`config.mk`:
```
export PLATFORM = sky130hd
export DESIGN_NAME = sid_mixer_flat
export DESIGN_NICKNAME = d
export VERILOG_FILES = /design/src/rtl/sid_mixer_pkg.sv /design/src/rtl/sid_mixer_if.sv /design/src/rtl/sid_mixer_sat.sv /design/src/rtl/sid_mixer.sv /design/src/flat_wrapper.sv
export SDC_FILE = /design/constraint.sdc
export NUM_CORES = 1
export LEC_CHECK = 0
export ABC_AREA = 1
export CAP_MARGIN = 10
export CORE_ASPECT_RATIO = 0.7
export CORE_UTILIZATION = 30
export DETAILED_ROUTE_END_ITERATION = 8
export GPL_TIMING_DRIVEN = 0
export PLACE_DENSITY = 0.58
export RECOVER_POWER = 25
export SETUP_SLACK_MARGIN = 0.4
export SLEW_MARGIN = 5
export SYNTH_ARGS = -nofsm -noshare
export SYNTH_HDL_FRONTEND = slang
export SYNTH_SLANG_ARGS = --single-unit
export TNS_END_PERCENT = 1
```
`constraint.sdc`:
```
create_clock -name clk -period 24.8 [get_ports clk]
set_input_delay 4.96 -clock clk [delete_from_list [all_inputs] [get_ports clk]]
set_output_delay 4.96 -clock clk [all_outputs]
set_load 0.1 [all_outputs]
```
`src/rtl/sid_mixer_pkg.sv`:
```
// Shared constants and types for the SID voice-routing / output-mixing stage.
package sid_mixer_pkg;

   localparam int unsigned W       = 16;
   localparam int unsigned ACC_W   = 19;
   localparam int unsigned NUM_SRC = 7;

   localparam logic signed [W-1:0] DIGI_DC = 16'sh0800;

   localparam logic [4:0] ADDR_FILT = 5'h17;
   localparam logic [4:0] ADDR_MODE = 5'h18;

   localparam logic [2:0] SRC_V1  = 3'd0;
   localparam logic [2:0] SRC_V2  = 3'd1;
   localparam logic [2:0] SRC_V3  = 3'd2;
   localparam logic [2:0] SRC_EXT = 3'd3;
   localparam logic [2:0] SRC_LP  = 3'd4;
   localparam logic [2:0] SRC_BP  = 3'd5;
   localparam logic [2:0] SRC_HP  = 3'd6;

   typedef enum logic [1:0] {
      ST_IDLE,
      ST_ACC,
      ST_SCALE,
      ST_OUT
   } state_e;

endpackage

```
`src/rtl/sid_mixer_if.sv`:
```
// Audio sample, register-write and mixed-output bundle of the SID mixer.
interface sid_mixer_if;
   import sid_mixer_pkg::*;

   logic                clkEn;
   logic signed [W-1:0] iV1;
   logic signed [W-1:0] iV2;
   logic signed [W-1:0] iV3;
   logic signed [W-1:0] iExt;
   logic signed [W-1:0] iLP;
   logic signed [W-1:0] iBP;
   logic signed [W-1:0] iHP;
   logic                iWE;
   logic [4:0]          iAddr;
   logic [7:0]          iData;
   logic signed [W-1:0] oFiltIn;
   logic signed [W-1:0] oOut;
   logic                oValid;

   modport slave (
      input  clkEn, iV1, iV2, iV3, iExt, iLP, iBP, iHP, iWE, iAddr, iData,
      output oFiltIn, oOut, oValid
   );

   modport master (
      output clkEn, iV1, iV2, iV3, iExt, iLP, iBP, iHP, iWE, iAddr, iData,
      input  oFiltIn, oOut, oValid
   );

endinterface

```
`src/rtl/sid_mixer_sat.sv`:
```
// Signed saturating narrower: clamps an IN_W-bit value into OUT_W bits.
module mixer_sat #(
   parameter int unsigned IN_W  = 19,
   parameter int unsigned OUT_W = 16
) (
   input  logic signed [IN_W-1:0]  a_i,
   output logic signed [OUT_W-1:0] y_o
);

   localparam logic signed [IN_W-1:0] MAX_V = IN_W'((2 ** (OUT_W - 1)) - 1);
   localparam logic signed [IN_W-1:0] MIN_V = IN_W'(-(2 ** (OUT_W - 1)));

   always_comb begin
      if (a_i > MAX_V) begin
         y_o = MAX_V[OUT_W-1:0];
      end else if (a_i < MIN_V) begin
         y_o = MIN_V[OUT_W-1:0];
      end else begin
         y_o = a_i[OUT_W-1:0];
      end
   end

endmodule

```
`src/rtl/sid_mixer.sv`:
```
// SID voice router / output mixer: one time-shared accumulator sequenced per sample strobe.
// Optional SID_DIGI_EN adds a DC term ahead of the volume multiply (audible volume-write steps).
module sid_mixer
   import sid_mixer_pkg::*;
(
   input  logic         clk,
   input  logic         rst,
   sid_mixer_if.slave   bus_io
);

   state_e                  state_q, state_d;
   logic [2:0]              idx_q, idx_d;
   logic signed [ACC_W-1:0] acc_f_q, acc_f_d;
   logic signed [ACC_W-1:0] acc_d_q, acc_d_d;
   logic signed [W-1:0]     src_q [NUM_SRC];
   logic signed [W-1:0]     src_d [NUM_SRC];
   logic [3:0]              reg_filt_q, reg_filt_d;
   logic [3:0]              reg_vol_q, reg_vol_d;
   logic [3:0]              reg_mode_q, reg_mode_d;
   logic [3:0]              filt_sh_q, filt_sh_d;
   logic [3:0]              vol_sh_q, vol_sh_d;
   logic [3:0]              mode_sh_q, mode_sh_d;
   logic signed [W-1:0]     y_q, y_d;
   logic signed [W-1:0]     out_q, out_d;
   logic signed [W-1:0]     fin_q, fin_d;
   logic                    valid_q, valid_d;

   logic signed [W-1:0]     sd_c;
   logic signed [W-1:0]     sdv_c;
   logic signed [W-1:0]     y_c;
   logic signed [W-1:0]     acc_f_sat_c;
   logic signed [4:0]       vol_s_c;
   logic signed [W+4:0]     prod_c;
   logic signed [W+4:0]     prod_sh_c;
   logic signed [ACC_W-1:0] term_c;

   mixer_sat #(.IN_W(ACC_W), .OUT_W(W)) u_sat_d (.a_i(acc_d_q), .y_o(sd_c));
   mixer_sat #(.IN_W(ACC_W), .OUT_W(W)) u_sat_f (.a_i(acc_f_q), .y_o(acc_f_sat_c));

`ifdef SID_DIGI_EN
   logic signed [ACC_W-1:0] dc_sum_c;
   assign dc_sum_c = ACC_W'(sd_c) + ACC_W'(DIGI_DC);
   mixer_sat #(.IN_W(ACC_W), .OUT_W(W)) u_sat_dc (.a_i(dc_sum_c), .y_o(sdv_c));
`else
   assign sdv_c = sd_c;
`endif

   // Volume is an unsigned 4-bit gain in 1/16 steps
   assign vol_s_c   = $signed({1'b0, vol_sh_q});
   assign prod_c    = (W+5)'(sdv_c) * (W+5)'(vol_s_c);
   assign prod_sh_c = prod_c >>> 4;

   mixer_sat #(.IN_W(W+5), .OUT_W(W)) u_sat_y (.a_i(prod_sh_c), .y_o(y_c));

   assign term_c = ACC_W'(src_q[idx_q]);

   always_ff @(posedge clk or posedge rst) begin
      if (rst) begin
         state_q    <= ST_IDLE;
         idx_q      <= '0;
         acc_f_q    <= '0;
         acc_d_q    <= '0;
         for (int i = 0; i < NUM_SRC; i++) src_q[i] <= '0;
         reg_filt_q <= '0;
         reg_vol_q  <= '0;
         reg_mode_q <= '0;
         filt_sh_q  <= '0;
         vol_sh_q   <= '0;
         mode_sh_q  <= '0;
         y_q        <= '0;
         out_q      <= '0;
         fin_q      <= '0;
         valid_q    <= 1'b0;
      end else begin
         state_q    <= state_d;
         idx_q      <= idx_d;
         acc_f_q    <= acc_f_d;
         acc_d_q    <= acc_d_d;
         for (int i = 0; i < NUM_SRC; i++) src_q[i] <= src_d[i];
         reg_filt_q <= reg_filt_d;
         reg_vol_q  <= reg_vol_d;
         reg_mode_q <= reg_mode_d;
         filt_sh_q  <= filt_sh_d;
         vol_sh_q   <= vol_sh_d;
         mode_sh_q  <= mode_sh_d;
         y_q        <= y_d;
         out_q      <= out_d;
         fin_q      <= fin_d;
         valid_q    <= valid_d;
      end
   end

   always_comb begin
      state_d    = state_q;
      idx_d      = idx_q;
      acc_f_d    = acc_f_q;
      acc_d_d    = acc_d_q;
      for (int i = 0; i < NUM_SRC; i++) src_d[i] = src_q[i];
      reg_filt_d = reg_filt_q;
      reg_vol_d  = reg_vol_q;
      reg_mode_d = reg_mode_q;
      filt_sh_d  = filt_sh_q;
      vol_sh_d   = vol_sh_q;
      mode_sh_d  = mode_sh_q;
      y_d        = y_q;
      out_d      = out_q;
      fin_d      = fin_q;
      valid_d    = 1'b0;

      if (bus_io.iWE) begin
         if (bus_io.iAddr == ADDR_FILT) begin
            reg_filt_d = bus_io.iData[3:0];
         end else if (bus_io.iAddr == ADDR_MODE) begin
            reg_vol_d  = bus_io.iData[3:0];
            reg_mode_d = bus_io.iData[7:4];
         end
      end

      unique case (state_q)
         ST_IDLE: begin
            if (bus_io.clkEn) begin
               src_d[SRC_V1]  = bus_io.iV1;
               src_d[SRC_V2]  = bus_io.iV2;
               src_d[SRC_V3]  = bus_io.iV3;
               src_d[SRC_EXT] = bus_io.iExt;
               src_d[SRC_LP]  = bus_io.iLP;
               src_d[SRC_BP]  = bus_io.iBP;
               src_d[SRC_HP]  = bus_io.iHP;
               filt_sh_d      = reg_filt_q;
               vol_sh_d       = reg_vol_q;
               mode_sh_d      = reg_mode_q;
               acc_f_d        = '0;
               acc_d_d        = '0;
               idx_d          = SRC_V1;
               state_d        = ST_ACC;
            end
         end
         ST_ACC: begin
            // Voices/ext go to filter or direct path; V3 direct path muted by 3OFF
            if (!idx_q[2]) begin
               if (filt_sh_q[idx_q[1:0]]) begin
                  acc_f_d = acc_f_q + term_c;
               end else if (!((idx_q == SRC_V3) && mode_sh_q[3])) begin
                  acc_d_d = acc_d_q + term_c;
               end
            end else if (mode_sh_q[idx_q[1:0]]) begin
               acc_d_d = acc_d_q + term_c;
            end
            if (idx_q == SRC_HP) begin
               state_d = ST_SCALE;
            end else begin
               idx_d = idx_q + 3'd1;
            end
         end
         ST_SCALE: begin
            y_d     = y_c;
            state_d = ST_OUT;
         end
         ST_OUT: begin
            out_d   = y_q;
            fin_d   = acc_f_sat_c;
            valid_d = 1'b1;
            state_d = ST_IDLE;
         end
         default: state_d = ST_IDLE;
      endcase
   end

   assign bus_io.oOut    = out_q;
   assign bus_io.oFiltIn = fin_q;
   assign bus_io.oValid  = valid_q;

endmodule
```
`src/flat_wrapper.sv`:
```
// flat-port wrapper written by rule: the top's interface ports become plain ports
module sid_mixer_flat import sid_mixer_pkg::*;
  (clk, rst, bus_io_clkEn, bus_io_iV1, bus_io_iV2, bus_io_iV3, bus_io_iExt, bus_io_iLP, bus_io_iBP, bus_io_iHP, bus_io_iWE, bus_io_iAddr, bus_io_iData, bus_io_oFiltIn, bus_io_oOut, bus_io_oValid);
  sid_mixer_if bus_io_i ();
  input  logic clk;
  input  logic rst;
  input wire logic [$bits(bus_io_i.clkEn)-1:0] bus_io_clkEn;
  input wire logic [$bits(bus_io_i.iV1)-1:0] bus_io_iV1;
  input wire logic [$bits(bus_io_i.iV2)-1:0] bus_io_iV2;
  input wire logic [$bits(bus_io_i.iV3)-1:0] bus_io_iV3;
  input wire logic [$bits(bus_io_i.iExt)-1:0] bus_io_iExt;
  input wire logic [$bits(bus_io_i.iLP)-1:0] bus_io_iLP;
  input wire logic [$bits(bus_io_i.iBP)-1:0] bus_io_iBP;
  input wire logic [$bits(bus_io_i.iHP)-1:0] bus_io_iHP;
  input wire logic [$bits(bus_io_i.iWE)-1:0] bus_io_iWE;
  input wire logic [$bits(bus_io_i.iAddr)-1:0] bus_io_iAddr;
  input wire logic [$bits(bus_io_i.iData)-1:0] bus_io_iData;
  output wire logic [$bits(bus_io_i.oFiltIn)-1:0] bus_io_oFiltIn;
  output wire logic [$bits(bus_io_i.oOut)-1:0] bus_io_oOut;
  output wire logic [$bits(bus_io_i.oValid)-1:0] bus_io_oValid;
  assign bus_io_i.clkEn = bus_io_clkEn;
  assign bus_io_i.iV1 = bus_io_iV1;
  assign bus_io_i.iV2 = bus_io_iV2;
  assign bus_io_i.iV3 = bus_io_iV3;
  assign bus_io_i.iExt = bus_io_iExt;
  assign bus_io_i.iLP = bus_io_iLP;
  assign bus_io_i.iBP = bus_io_iBP;
  assign bus_io_i.iHP = bus_io_iHP;
  assign bus_io_i.iWE = bus_io_iWE;
  assign bus_io_i.iAddr = bus_io_iAddr;
  assign bus_io_i.iData = bus_io_iData;
  assign bus_io_oFiltIn = bus_io_i.oFiltIn;
  assign bus_io_oOut = bus_io_i.oOut;
  assign bus_io_oValid = bus_io_i.oValid;
  sid_mixer u_core (.clk(clk), .rst(rst), .bus_io(bus_io_i));
endmodule
```
==> results.sh, run 1 <==
export IMPL_htreeDepth=1
export IMPL_synth_cell_type_count=48
export IMPL_postSynthCellCount=1797
export IMPL_fin_skew_ns=0.01989
export IMPL_grt_pass1_vias=12560
export IMPL_netlist_area_um2=14100
export IMPL_cts_buffers=26
export IMPL_synth_top_area_share_pct=40.46
export IMPL_yosysMostFrequentCell="nand2_1"
export IMPL_insertion_delay_ns=0.55
export IMPL_cts_resized=0
export IMPL_worstHoldPathType="register to register"
export IMPL_syn_to_final_growth_pct=23.18
export IMPL_seq_area_frac_synth_pct=40.46
export IMPL_maxCapViolations=1
export IMPL_viasPerCell=4.903
export IMPL_drc=2
export IMPL_synthAdderAreaFrac_pct=12.01
export IMPL_slew_headroom_pct=-303.0
export IMPL_clock_path_buffers=3
export IMPL_power_mw=2.666
export IMPL_wl_per_cell_um=17.06
export IMPL_rrSetupSlack_ns=19.12
export IMPL_yosys_warnings=0
export IMPL_vias=12850
export IMPL_finalSetupTns_ns=0
export IMPL_drt_wl_total_um=44690
export IMPL_synthMuxAreaShare_pct=1.278
export IMPL_initial_core_util_pct=30.38
export IMPL_pre_cts_slack_ns=17.54
export IMPL_stdcell_count=2620
export IMPL_fin_crit_sh_pct=44.51
export IMPL_power_leakage_nw=8.396
export IMPL_drt_iter0_markers=1275
export IMPL_postCtsSetupRepairBufs=0
export IMPL_clk_pin_slew_ns=0.06
export IMPL_grt_pass1_wl_um=70120
export IMPL_violations="design-rule violations, max-capacitance violations, max-slew violations"
export IMPL_fmax_ghz=0.09058
export IMPL_cts_root_buf="clkbuf_16"
export IMPL_portBuffers=161
export IMPL_crit_path_end_kind="async pin"
export IMPL_layout_setup_ws_ns=13.76
export IMPL_status="finished with violations"
export IMPL_place_inst=2572
export IMPL_drive_above_1_share_pct=5.428
export IMPL_ys_seq_elements=228
export IMPL_cp_arrival_ns=10.20
export IMPL_antenna_found_initial=0
export IMPL_cts_hold_buf=0
export IMPL_avgSynthCellArea_um2=7.847
export IMPL_clkSinkCount=228
export IMPL_crit_type="input pin to async pin"
export IMPL_grt_max_degree=113
export IMPL_place_congestion=0.8990
export IMPL_cp_required_ns=23.96
export IMPL_ys_flop_type="dfrtp_1"
export IMPL_min_period_ns=11.04
export IMPL_synth_common_cells="nand2_1, dfrtp_1, inv_1, nor2_1, o21ai_0"
export IMPL_slew_violations=107
export IMPL_gr_total_overflow=0
export IMPL_synth_area_top_cells="dfrtp_1, nand2_1, ha_1"
export IMPL_synth_compound_area_share_pct=14.81
export IMPL_async_reset_ff_share_pct=100.0
export IMPL_worst_slew_pin_slew_ns=6.045
export IMPL_die_area_um2=47890
export IMPL_start_kind="input pin"
export IMPL_syn_nets=2041
export IMPL_die_y_um=183.4
export IMPL_finalSetupViolations=0
export IMPL_grtUsageTotal_pct=18.82
export IMPL_cts_tree="built"
export IMPL_nets=2232
export IMPL_core_um2=46410
export IMPL_synth_edf_count=0
export IMPL_io_pins=162
export IMPL_rsz0062_at_grt="false"
export IMPL_std_cell_rows=66
export IMPL_n_antenna_cell=0
export IMPL_synth_top_cell_by_area="dfrtp_1"
export IMPL_dpl_hpwl_um=35430
export IMPL_die_w_um=261.1
export IMPL_crit_fanout=106
export IMPL_yosys_area_share_simple_pct=21.46
export IMPL_ir_drop_uv=87.77
export IMPL_cellPowerDensity_nw_per_um2=153.5
export IMPL_hold_viol_final=0
export IMPL_firstDrtPassIters=9
export IMPL_ant_nets=0
export IMPL_synth_xor_area_share_pct=1.925
export IMPL_synth_top_family_by_area="simple AND/OR/NAND/NOR gates"
-- critical path, stage by stage --
cell	delay (ns)
dlygate4sd3_1	0.55
clkinvlp_2	0.34
clkbuf_1	4.22
-- cell usage in the layout, fill, tap and decap left out, types with 4 or more instances in the layout --
cell type / count
clkinv_2: 5
nand2_2: 9
clkbuf_1: 59
clkdlybuf4s50_1: 159
o21bai_1: 4
inv_1: 211
xor2_1: 22
fa_1: 34
a21oi_2: 9
clkbuf_16: 27
o21ai_1: 10
buf_2: 9
a21o_1: 4
clkbuf_8: 6
a21oi_1: 94
nand4_1: 6
o211ai_1: 10
dfrtp_1: 228
nor2_1: 170
mux2_2: 16
buf_1: 4
xnor2_1: 9
buf_6: 4
nand3_1: 46
o22ai_1: 38
inv_2: 6
ha_1: 81
nand2_1: 497
nor3_1: 9
a221oi_1: 9
a31oi_1: 22
o21ai_0: 151
-- layout make-up --
| type | instances | area, µm² |
|---|---|---|
| inverters | 219 | 824.5 |
| clock inverters | 10 | 133.9 |
| fillers | 4845 | 29040 |
| clock buffers | 38 | 777.0 |
| well taps | 612 | 765.7 |
| multi-input cells | 1280 | 7216 |
| plain buffers | 70 | 304.0 |
| flip-flops and latches | 228 | 5705 |
| repair buffers | 163 | 1643 |
-- registers in the layout (all words and copies together), names as in the netlist --
register	count
u_core.acc_d_q	19
u_core.bus_io.oValid	1
u_core.reg_vol_q	4
u_core.reg_mode_q	4
u_core.reg_filt_q	4
u_core.bus_io.oFiltIn	16
u_core.vol_sh_q	4
u_core.filt_sh_q	4
u_core.src_q	112
u_core.acc_f_q	19
u_core.mode_sh_q	4
u_core.y_q	16
u_core.idx_q	3
u_core.state_q	2
u_core.bus_io.oOut	16
-- layer usage --
layer,up-vias,track usage [%],wire (µm)
met5,-,0,0
met4,0,3.977,917
met3,56,3.621,3241
met2,390,27.33,18350
met1,6198,28.58,22180
li1,6202,-,-
-- through the flow --
step,utilization (%),cell area (µm²),hold WS [ns]
6_report,37.43,17370,0.4781
5_1_grt,37.43,17370,0.4961
3_5_place_dp,35.64,16540,0.4599
2_1_floorplan,-,14100,0.4422
3_3_place_gp,35.51,16480,0.4564
4_1_cts,37.60,17450,0.4773
-- cells by family (layout without fill, tap and decap cells) --
logic type / Yosys count / after routing
xor+xnor: 31 / 31
flops: 228 / 228
mux: 16 / 16
simple gates: 754 / 754
compound gates: 364 / 364
buf+inv: 289 / 500
fa+ha+maj: 115 / 115
-- final timing paths --
kind	from	endpoint	cells past startpoint
worst max-delay path	rst	u_core.bus_io.oOut[12]	3
worst min register to register	u_core.src_q[93]	u_core.src_q[93]	2
worst max register to register	u_core.acc_d_q[15]	u_core.y_q[1]	22
max in group clk	u_core.bus_io.oFiltIn[11]	bus_io_oFiltIn[11]	1
min in group asynchronous	rst	u_core.src_q[60]	2
worst min-delay path	u_core.src_q[93]	u_core.src_q[93]	2
-- power breakdown --
part / internal, mW / total (mW) / switching, mW
clock: 0.248 / 0.414 / 0.166
combinational: 0.502 / 1.62 / 1.11
sequential: 0.538 / 0.635 / 0.0971
Power figures use the tool's default switching activity.
==> run 2: changes to the inputs <==
==> constraint.sdc (replaced) <==
create_clock -name clk -period 11.4 [get_ports clk]
set_input_delay 2.28 -clock clk [delete_from_list [all_inputs] [get_ports clk]]
set_output_delay 2.28 -clock clk [all_outputs]
set_load 0.1 [all_outputs]
==> results.sh, run 2 (synthesis results as in run 1) <==
export IMPL_die_w_um=261.1
export IMPL_die_y_um=183.4
export IMPL_fin_skew_ns=0.02010
export IMPL_vias=12840
export IMPL_wl_per_cell_um=17.04
export IMPL_portBuffers=161
export IMPL_ir_drop_uv=191.0
export IMPL_cts_root_buf="clkbuf_16"
export IMPL_p_comb_share_pct=60.9
export IMPL_finalSetupViolations=0
export IMPL_worstHoldPathType="register to register"
export IMPL_num_fill_cells=4829
export IMPL_fmax_ghz=0.1986
export IMPL_layout_setup_ws_ns=6.365
export IMPL_postCtsSetupRepairBufs=0
export IMPL_cpMaxStageDelayCell="fa_1"
export IMPL_antenna_found_initial=0
export IMPL_initial_core_util_pct=30.38
export IMPL_crit_fanout=10
export IMPL_slew_headroom_pct=30.14
export IMPL_rsz0062_at_grt="false"
export IMPL_grt_pass1_wl_um=70120
export IMPL_clk_pin_slew_ns=0.07
export IMPL_cts_resized=0
export IMPL_crit_type="register to register"
export IMPL_n_antenna_cell=0
export IMPL_sw_frac_of_total_pct=51.69
export IMPL_gr_total_overflow=0
export IMPL_clock_path_buffers=3
export IMPL_insertion_delay_ns=0.55
export IMPL_drc=2
export IMPL_cp_required_ns=11.82
export IMPL_status="finished with violations"
export IMPL_drt_iter0_markers=1347
export IMPL_die_area_um2=47890
export IMPL_fin_crit_sh_pct=44.16
export IMPL_p_sw_mw=3.012
export IMPL_cp_common_cell="nand2_1"
export IMPL_power_frac_clock_pct=15.4
export IMPL_power_mw=5.827
export IMPL_cp_slowest_stage_delay_ns=0.54
export IMPL_firstDrtPassIters=9
export IMPL_core_um2=46410
export IMPL_cts_tree="built"
export IMPL_hold_viol_final=0
export IMPL_io_pins=162
export IMPL_top_regs="u_core.src_q: 112 flops, u_core.acc_d_q: 19 flops, u_core.acc_f_q: 19 flops"
export IMPL_power_leakage_nw=8.422
export IMPL_clkSinkCount=228
export IMPL_pre_cts_slack_ns=6.433
export IMPL_nets=2232
export IMPL_grtUsageTotal_pct=18.82
export IMPL_syn_to_final_growth_pct=23.72
export IMPL_cts_buffers=26
export IMPL_grt_pass1_vias=12560
export IMPL_maxCapViolations=0
export IMPL_final_cell_mix="nand2_1, dfrtp_1, inv_1, nor2_1, clkdlybuf4s50_1"
export IMPL_drt_wl_total_um=44640
export IMPL_viasPerCell=4.902
export IMPL_cp_arrival_ns=5.45
export IMPL_violations="design-rule violations"
export IMPL_min_period_ns=5.035
export IMPL_dpl_hpwl_um=35430
export IMPL_ant_nets=0
export IMPL_htreeDepth=1
export IMPL_std_cell_rows=66
export IMPL_place_congestion=0.8990
export IMPL_crit_path_end_kind="register"
export IMPL_grt_max_degree=113
export IMPL_start_kind="register"
export IMPL_worst_slew_pin_slew_ns=1.045
export IMPL_largest_reg_flops=112
export IMPL_slew_violations=0
export IMPL_seqPwrFrac_pct=23.7
export IMPL_top_register="u_core.src_q"
export IMPL_crit_chain="inv_1 -> nand3_2 -> nand2_4 -> buf_1 -> o21ai_0 -> inv_1 -> nor2_1 -> ha_1 -> fa_1 -> inv_1 -> fa_1 -> inv_1 -> ha_1 -> nand2_1 -> nor3_2 -> nand4_1 -> nand2_1 -> nand2_1 -> nand2_1 -> nand3_2 -> buf_6 -> nand2_1 -> a21oi_1"
export IMPL_cellPowerDensity_nw_per_um2=334.0
export IMPL_layout_commonest_cell="nand2_1"
export IMPL_p_int_mw=2.815
export IMPL_drive_above_1_share_pct=6.026
export IMPL_cts_hold_buf=0
run 2: changes by cell type in the layout (fill, tap and decap cells not counted), moves of 2 or more:
cell      previous run  this run
clkbuf_1            59        56
nand3_1             46        44
nand3_2              2         4
a21oi_2              9        15
a21oi_1             94        88
run 2: power by group through the flow:
stage	Combinational, mW	Sequential [mW]	Clock (mW)
6_report	3.55	1.38	0.899
5_1_grt	3.93	1.42	0.949
4_1_cts	3.51	1.38	0.920
3_5_place_dp	3.49	1.39	0
3_3_place_gp	3.45	1.39	0
2_1_floorplan	2.15	1.70	0
run 2: worst paths after layout:
path / from / endpoint / slack [ns] / depth (start not counted)
max in group asynchronous: rst / u_core.bus_io.oFiltIn[1] / 7.69 / 4
setup reg to reg: u_core.acc_d_q[16] / u_core.y_q[11] / 6.37 / 23
min in group asynchronous: rst / u_core.src_q[46] / 2.24 / 2
setup / recovery: u_core.acc_d_q[16] / u_core.y_q[11] / 6.37 / 23
hold reg to reg: u_core.src_q[93] / u_core.src_q[93] / 0.48 / 2
hold / removal: u_core.src_q[93] / u_core.src_q[93] / 0.48 / 2
run 2: final cells by class:
class	count	area, µm²	area share, %
plain buffers	70	311.5	1.786
inverters	219	824.5	4.726
clock inverters	10	133.9	0.7674
well taps	612	765.7	4.389
multi-input cells	1280	7261	41.62
clock buffers	38	777.0	4.454
flip-flops and latches	228	5705	32.70
repair buffers	163	1667	9.553
run 2: routing by layer:
layer | track usage (%) | wire length (µm)
met1 | 28.58 | 22370
met2 | 27.33 | 18250
met3 | 3.621 | 3063
met4 | 3.977 | 951
met5 | 0 | 0
run 2: worst max-delay path, delay by kind of cell (launching register included):
kind                     cells  cell delay, ns
adder cells (fa/ha/maj)      4            1.82
AND/OR/NAND/NOR             11            1.46
buffers and inverters        6            0.91
flip-flops                   1            0.41
AO/OA/AOI/OAI                2            0.30
run 2: stage by stage:
step | hold WS, ns | setup TNS (ns) | instances | util [%] | area, µm²
CTS | 0.4773 | 0 | 2620 | 37.60 | 17450
floorplan | 0.4422 | 0 | 1797 | - | 14100
global placement | 0.4564 | -84.85 | 2570 | 35.51 | 16480
global route | 0.4961 | 0 | 2620 | 37.59 | 17450
detailed placement | 0.4599 | 0 | 2572 | 35.64 | 16540
finish | 0.4780 | 0 | 2620 | 37.59 | 17450
